===== config.mk =====
export PLATFORM = sky130hd
export DESIGN_NAME = imem_boot_loader
export DESIGN_NICKNAME = d
export VERILOG_FILES = /design/src/rtl/imem_boot_loader.sv
export SDC_FILE = /design/constraint.sdc
export NUM_CORES = 1
export LEC_CHECK = 0
export CAP_MARGIN = 20
export CORE_MARGIN = 2
export CORE_UTILIZATION = 46
export DETAILED_ROUTE_END_ITERATION = 12
export GPL_TIMING_DRIVEN = 0
export PLACE_DENSITY_LB_ADDON = 0.08
export SYNTH_ARGS = -nofsm -noshare
export SYNTH_HDL_FRONTEND = slang
export SYNTH_SLANG_ARGS = --single-unit

===== constraint.sdc =====
create_clock -name CLK -period 3.4 [get_ports CLK]
set_clock_uncertainty 0.15 [all_clocks]
set_input_delay 0.34 -clock CLK [delete_from_list [all_inputs] [get_ports CLK]]
set_output_delay 0.34 -clock CLK [all_outputs]
set_load 0.005 [all_outputs]

===== src/rtl/imem_boot_loader.sv =====
// imem_boot_loader: streams a program into the fetch-stage IMem through its newPC/write port,
// holding the CPU in reset until the last word lands, then releases at ENTRY_PC.
module imem_boot_loader #(
  parameter int          IMEM_SIZE = 256,
  parameter int          BASE_WORD = 0,
  parameter logic [31:0] ENTRY_PC  = 32'h0
) (
  input  logic        CLK,
  input  logic        RST,
  input  logic        start_i,
  input  logic        in_valid_i,
  input  logic [31:0] in_data_i,
  input  logic        in_last_i,
  output logic        in_ready_o,
  input  logic [31:0] cpu_newpc_i,
  output logic [31:0] if_newpc_o,
  output logic        if_we_o,
  output logic [31:0] if_wins_o,
  output logic        cpu_hold_o,
  output logic        done_o,
  output logic        err_o,
  output logic [15:0] word_count_o
);
  typedef enum logic [2:0] {IDLE, ACCEPT, WRITE, RELEASE, DONE, ERR} state_t;
  localparam logic [15:0] BASE = 16'(BASE_WORD);
  localparam logic [15:0] LAST = 16'(IMEM_SIZE - 1);
  state_t      state_q, state_d;
  logic [15:0] addr_q, addr_d, wc_q, wc_d;
  logic [31:0] buf_q, buf_d;
  logic        lastf_q, lastf_d, done_q, done_d, err_q, err_d, own;
  always_comb begin
    state_d = state_q;
    addr_d  = addr_q;
    wc_d    = wc_q;
    buf_d   = buf_q;
    lastf_d = lastf_q;
    done_d  = done_q;
    err_d   = err_q;
    case (state_q)
      IDLE, DONE, ERR: if (start_i) begin
        state_d = ACCEPT;
        addr_d  = BASE;
        wc_d    = '0;
        done_d  = 1'b0;
        err_d   = 1'b0;
      end
      ACCEPT: if (in_valid_i) begin
        buf_d   = in_data_i;
        lastf_d = in_last_i;
        state_d = WRITE;
      end
      WRITE: begin
        wc_d = wc_q + 16'd1;
        if (lastf_q) state_d = RELEASE;
        else if (addr_q == LAST) begin
          state_d = ERR;
          err_d   = 1'b1;
        end else begin
          addr_d  = addr_q + 16'd1;
          state_d = ACCEPT;
        end
      end
      RELEASE: begin
        state_d = DONE;
        done_d  = 1'b1;
      end
      default: state_d = IDLE;
    endcase
  end
  always_ff @(posedge CLK) begin
    if (RST) begin
      state_q <= IDLE;
      addr_q  <= BASE;
      wc_q    <= '0;
      buf_q   <= '0;
      lastf_q <= 1'b0;
      done_q  <= 1'b0;
      err_q   <= 1'b0;
    end else begin
      state_q <= state_d;
      addr_q  <= addr_d;
      wc_q    <= wc_d;
      buf_q   <= buf_d;
      lastf_q <= lastf_d;
      done_q  <= done_d;
      err_q   <= err_d;
    end
  end
  // RST gates every strobe combinationally so a mid-load reset cannot land one more write
  assign own          = !RST && (state_q inside {ACCEPT, WRITE, RELEASE, ERR});
  assign cpu_hold_o   = own;
  assign in_ready_o   = !RST && state_q == ACCEPT;
  assign if_we_o      = !RST && state_q == WRITE;
  assign if_wins_o    = if_we_o ? buf_q : '0;
  assign if_newpc_o   = !own ? cpu_newpc_i : state_q == RELEASE ? ENTRY_PC : {14'b0, addr_q, 2'b00};
  assign done_o       = done_q;
  assign err_o        = err_q;
  assign word_count_o = wc_q;
endmodule

==> results of run 1 <==
==> kinds of logic (layout without fill, tap and decap cells) <==
family | after synthesis | count (layout)
buffers and inverters | 41 | 208
muxes | 4 | 4
AOI/OAI and AO/OA | 115 | 115
DFF | 70 | 70
and+or+nand+nor | 262 | 262
adders and majority gates | 2 | 2
==> cell usage after synthesis, types with 3 or more instances <==
master,n
a211oi_1,4
a21oi_1,51
a31oi_1,3
and2_1,52
and3_1,5
and4_1,3
buf_2,6
clkbuf_1,20
dfxtp_1,70
inv_1,9
nand2_1,116
nand3_1,19
nand4_1,8
nor2_1,24
nor2b_1,4
nor3_1,8
o21ai_0,17
o21ai_1,17
o31ai_1,11
or3_1,3
==> layout make-up <==
class                      instances  area, µm²
inverter                          10      37.54
clock buffer                      11      141.4
timing repair buffer             152       1521
buffer                            31      143.9
multi-input combinational        383       2071
clock inverter                     4      47.55
fill                             665       2196
sequential                        70       1401
tap                              102      127.6
==> per-layer routing <==
| layer | vias to the layer above | part of all wire [%] |
|---|---|---|
| met3 | 13 | 10 |
| li1 | 2015 | - |
| met1 | 1782 | 41 |
| met4 | 0 | 1.4 |
| met5 | - | 0 |
| met2 | 173 | 48 |
==> worst max-delay path by stage <==
stage	startpoint	slack, ns	endpoint
floorplan	state_q[0]	1.47	if_newpc_o[12]
global placement	state_q[1]	0.54	if_wins_o[12]
detailed placement	state_q[0]	0.55	if_newpc_o[9]
CTS	state_q[1]	0.17	if_wins_o[4]
global route	state_q[2]	0.02	if_newpc_o[9]
finish	state_q[2]	0.26	if_newpc_o[9]
==> sequential cells by signal, summed over array words and instances (netlist names) <==
name and cells:
lastf_q 1, addr_q 16, word_count_o 16, done_o 1
buf_q 32, err_o 1, state_q 3
==> power by group through the flow <==
| stage | Clock [mW] | Combinational (mW) | Sequential, mW |
|---|---|---|---|
| 2_1_floorplan | 0 | 0.115 | 0.863 |
| 3_3_place_gp | 0 | 0.280 | 0.865 |
| 3_5_place_dp | 0 | 0.284 | 0.866 |
| 4_1_cts | 0.663 | 0.286 | 0.847 |
| 5_1_grt | 0.694 | 0.313 | 0.850 |
| 6_report | 0.657 | 0.285 | 0.847 |
==> what timing repair did <==
action                     CTS  global route
setup endpoints to repair    0            33
setup buffers                0             0
resized for setup            0             3
==> stage by stage <==
stage | hold slack, ns | setup WS (ns) | area (µm²) | power, mW
floorplan | 0.2817 | 1.469 | 3646 | 0.9786
global placement | 0.2869 | 0.5373 | 5295 | 1.145
detailed placement | 0.2918 | 0.5455 | 5295 | 1.151
CTS | 0.2923 | 0.1703 | 5484 | 1.796
global route | 0.3226 | 0.02152 | 5492 | 1.856
finish | 0.2991 | 0.2640 | 5492 | 1.789
==> critical path: cells and delay by family (launching register included) <==
kind,cells,cell delay [ns]
simple gates,2,0.15
flops,1,0.41
compound gates,2,0.42
buf+inv,4,1.33
==> flow_summary.json, run 1 <==
{
  "outcome": "finished, final reports clean",
  "coreArea_mm2": 0.007687,
  "grt_pass1_vias": 3841,
  "synth_edf_count": 0,
  "fin_util_pct": 71.44,
  "cts_tree": "built",
  "vias_per_cell": 5.220,
  "worstPathCellList": "buf_6, nor2b_1, o21bai_1, clkbuf_1, clkbuf_2, nand2_1, o21ai_0, clkdlybuf4s50_1",
  "switching_share_pct": 24.25,
  "num_antenna_cells": 0,
  "worstHoldStart": "buf_q[26]",
  "worstPathMaxFanout": 10,
  "r2r_slack_ns": 1.21,
  "max-clock-path-buffers": 2,
  "syn_nets": 565,
  "drv_slew": 0,
  "clk_pin_slew_worst_paths_ns": 0.07,
  "grt_pass1_wl_um": 17310,
  "final_cell_mix": "clkdlybuf4s50_1 (152), nand2_1 (116), dfxtp_1 (70)",
  "h-tree-depth": 3,
  "rsz0062_at_grt": "no",
  "area_growth_pct": 50.62,
  "p_switching_mw": 0.4339,
  "critPathKind": "reg2out",
  "synth-seq-area-share_pct": 38.44,
  "detail_route.drc_violations": 0,
  "p_int_mw": 1.355,
  "port_buffers": 152,
  "cp_data_required_time_ns": 2.91,
  "cts.sinks": 70,
  "synthMuxAreaShare_pct": 1.304,
  "grt_usage_pct": 24.50,
  "final_cells": 763,
  "fp.dieH_um": 93.03,
  "final_nets": 728,
  "reg2reg_to": "addr_q[4]",
  "synth_fa_ha_area_share_pct": 0.6863,
  "clk_latency_ns": 0.34,
  "place_inst": 748,
  "finalSetupTns_ns": 0,
  "top_usage_layer": "met2",
  "cap_violations": 0,
  "first_iter_violations": 202,
  "clockPowerShare_pct": 36.7,
  "cellLeakagePower_nw": 1.936,
  "final-hold-violation-count": 0,
  "firstDrtPassIters": 5,
  "cts_root_buffer": "clkbuf_8",
  "pwr-share-seq_pct": 47.4,
  "synth_top_area_share_pct": 38.44,
  "antenna_found_initial": 0,
  "met3_usage_pct": 7.413,
  "synth_flop_cell": "dfxtp_1",
  "syn_inst": 494,
  "ioPinCount": 154,
  "ant_nets": 0,
  "num_vias": 3983,
  "wl_um": 10470,
  "synth_xor_xnor_area_share_pct": 0,
  "power_density_mw_per_mm2": 325.8,
  "gp_congestion": 0.8481,
  "use_met2_pct": 43.96,
  "synth_top_area_cell": "dfxtp_1",
  "synth_area_leaders": "dfxtp_1 (38%), nand2_1 (12%), and2_1 (8.9%)",
  "async_flop_share_pct": 0,
  "rows": 32,
  "r2r_start": "addr_q[0]",
  "grt_overflow": 0,
  "avgRoutedWirePerCell_um": 13.73,
  "start_util_pct": 47.43,
  "yosysWarnings": 0,
  "synth_seq_cells": 70,
  "min_path_type": "reg2reg",
  "hold_depth": 2,
  "hold_buffers": 0,
  "setup_viol_count_final": 0,
  "dieArea_mm2": 0.008655,
  "combPwrFrac_pct": 15.9,
  "synth-compound-area-share_pct": 18.05,
  "ys_types": 57,
  "drive_above_1_share_pct": 5.598,
  "irDropWorstVdd_mv": 0.2457,
  "hpwlAfterDp_um": 7894,
  "synth_top_family_by_area": "simple AND/OR/NAND/NOR gates",
  "die_x_um": 93.03,
  "period_needed_ns": 3.136,
  "yosys.area_share.simple_pct": 36.58,
  "cts_buffers": 9,
  "use_met1_pct": 27.44,
  "max-slew-margin-rel_pct": 54.72,
  "clock.fmax_mhz": 318.9,
  "startpoint_type": "flip-flop",
  "whs_endpoint": "buf_q[26]",
  "cpMaxStageDelayCell": "clkdlybuf4s50_1",
  "crit_path_end_kind": "output port",
  "mostFrequentLayoutCell": "clkdlybuf4s50_1",
  "cp.arrival_ns": 2.65,
  "cpPeakStageDelay_ns": 0.55,
  "worst_pin_slew_ns": 0.6777,
  "period_share_pct": 92.24,
  "grt_max_degree": 12,
  "synth.avg_cell_area_um2": 7.381,
  "reg2reg_depth": 7,
  "syn_area_mm2": 0.003646
}
Note: power is estimated with default switching activity, not from simulation.
==> run 2: changes to the inputs <==
CORE_UTILIZATION = 35   (was 46)
==> flow_summary.json, run 2 (same netlist as run 1, synthesis figures left out) <==
{
  "outcome": "finished, final reports clean",
  "hold_buffers": 0,
  "clock.fmax_mhz": 315.2,
  "wl_um": 10950,
  "placed_cell_area_mm2": 0.005338,
  "mostFrequentLayoutCell": "clkdlybuf4s50_1",
  "power_density_mw_per_mm2": 314.0,
  "die_x_um": 106.1,
  "ioPinCount": 154,
  "period_share_pct": 93.30,
  "antenna_found_initial": 0,
  "drive_above_1_share_pct": 6.051,
  "fp.dieH_um": 106.1,
  "fin_area_mm2": 0.005524,
  "cts_buffers": 9,
  "fin_util_pct": 53.99,
  "coreArea_mm2": 0.01023,
  "crit_path_end_kind": "output port",
  "worst_pin_slew_ns": 0.7262,
  "startpoint_type": "flip-flop",
  "final_nets": 728,
  "cts_tree": "built",
  "h-tree-depth": 3,
  "grt_pass1_vias": 3803,
  "hpwlAfterDp_um": 8194,
  "area_growth_pct": 51.51,
  "max-slew-margin-rel_pct": 51.48,
  "setup_viol_count_final": 0,
  "drv_slew": 0,
  "cts_root_buffer": "clkbuf_8",
  "detail_route.drc_violations": 0,
  "avgRoutedWirePerCell_um": 13.74,
  "vias_per_cell": 4.972,
  "clk_pin_slew_worst_paths_ns": 0.08,
  "start_util_pct": 35.64,
  "num_antenna_cells": 0,
  "irDropWorstVdd_mv": 0.1661,
  "firstDrtPassIters": 4,
  "max-clock-path-buffers": 2,
  "cellLeakagePower_nw": 1.922,
  "gp_congestion": 0.8615,
  "grt_usage_pct": 19.45,
  "worstPathMaxFanout": 10,
  "place_inst": 782,
  "critPathKind": "reg2out",
  "final-hold-violation-count": 0,
  "grt_overflow": 0,
  "finalHoldWorstSlack_ns": 0.3016,
  "top_register": "buf_q",
  "cp_data_required_time_ns": 2.91,
  "num_vias": 3963,
  "final_cell_mix": "clkdlybuf4s50_1 (152), nand2_1 (116), dfxtp_1 (70)",
  "finalSetupTns_ns": 0,
  "nFillCells": 1021,
  "final_cells": 797,
  "dieArea_mm2": 0.01125,
  "first_iter_violations": 190,
  "ant_nets": 0,
  "port_buffers": 152,
  "largest_register_ffs": 32,
  "period_needed_ns": 3.172,
  "grt_max_degree": 13,
  "clk_latency_ns": 0.34,
  "rows": 37,
  "min_path_type": "reg2reg",
  "cap_violations": 0,
  "cp.arrival_ns": 2.68,
  "grt_pass1_wl_um": 17970,
  "cts.sinks": 70
}
==> run 2: cell types whose count changed in the layout (fill, tap and decap cells not counted) <==
cell,change
clkinvlp_4,+2
clkinv_2,-1
clkbuf_1,-2
bufinv_16,-1
o21bai_1,-1
clkbuf_2,+1
clkinv_4,+1
o21bai_2,+1
==> run 2: per-stage QoR <==
stage | total power, mW | setup slack, ns
4_1_cts | 1.750 | 0.06987
3_3_place_gp | 1.150 | 0.4769
2_1_floorplan | 0.9786 | 1.469
3_5_place_dp | 1.152 | 0.4668
5_1_grt | 1.815 | -0.006013
6_report | 1.734 | 0.2279
==> run 2: critical path: stages, from the launching register on <==
cell	delay [ns]
dfxtp_1	0.42
nor3b_4	0.36
nand2b_1	0.09
clkbuf_1	0.25
inv_2	0.22
clkbuf_1	0.31
and2_1	0.18
clkdlybuf4s50_1	0.51
==> run 2: path summary, 6_finish.rpt <==
kind,end,slack (ns),depth (start not counted),from
setup / recovery,if_wins_o[6],0.23,7,state_q[1]
hold / removal,buf_q[2],0.30,2,buf_q[2]
setup reg to reg,addr_q[3],1.21,7,state_q[0]
hold reg to reg,buf_q[2],0.30,2,buf_q[2]
==> run 2: timing repair <==
item | in CTS | in global routing
gates resized for setup | 0 | 6
buffers inserted | 0 | 0
setup endpoints to repair | 0 | 38
==> run 2: routing by layer <==
layer	GRT usage [%]	vias to the layer above	wire (µm)
met1	23.66	1788	4847
li1	-	2020	-
met2	32.03	143	4939
met4	6.485	0	146
met5	0	-	0
met3	6.867	12	1018
==> run 2: where the power goes <==
part	switching, mW	internal [mW]	leakage (nW)
combinational	0.119	0.166	1.28
sequential	0.0103	0.837	0.566
clock	0.322	0.280	0.0804
==> run 2: layout make-up <==
class | count | area (µm²) | share of cell area (%)
multi-input cells | 383 | 2074 | 37.55
plain buffers | 31 | 145.1 | 2.627
flip-flops and latches | 70 | 1401 | 25.37
well taps | 136 | 170.2 | 3.080
clock inverters | 5 | 36.28 | 0.6569
repair buffers | 152 | 1521 | 27.54
clock buffers | 10 | 137.6 | 2.492
inverters | 10 | 37.54 | 0.6795
==> run 3: changes to the inputs <==
GPL_ROUTABILITY_DRIVEN = 0   (was not set)
==> results of run 3 <==
The final DEF is identical to that of run 2; final timing and power are the same.
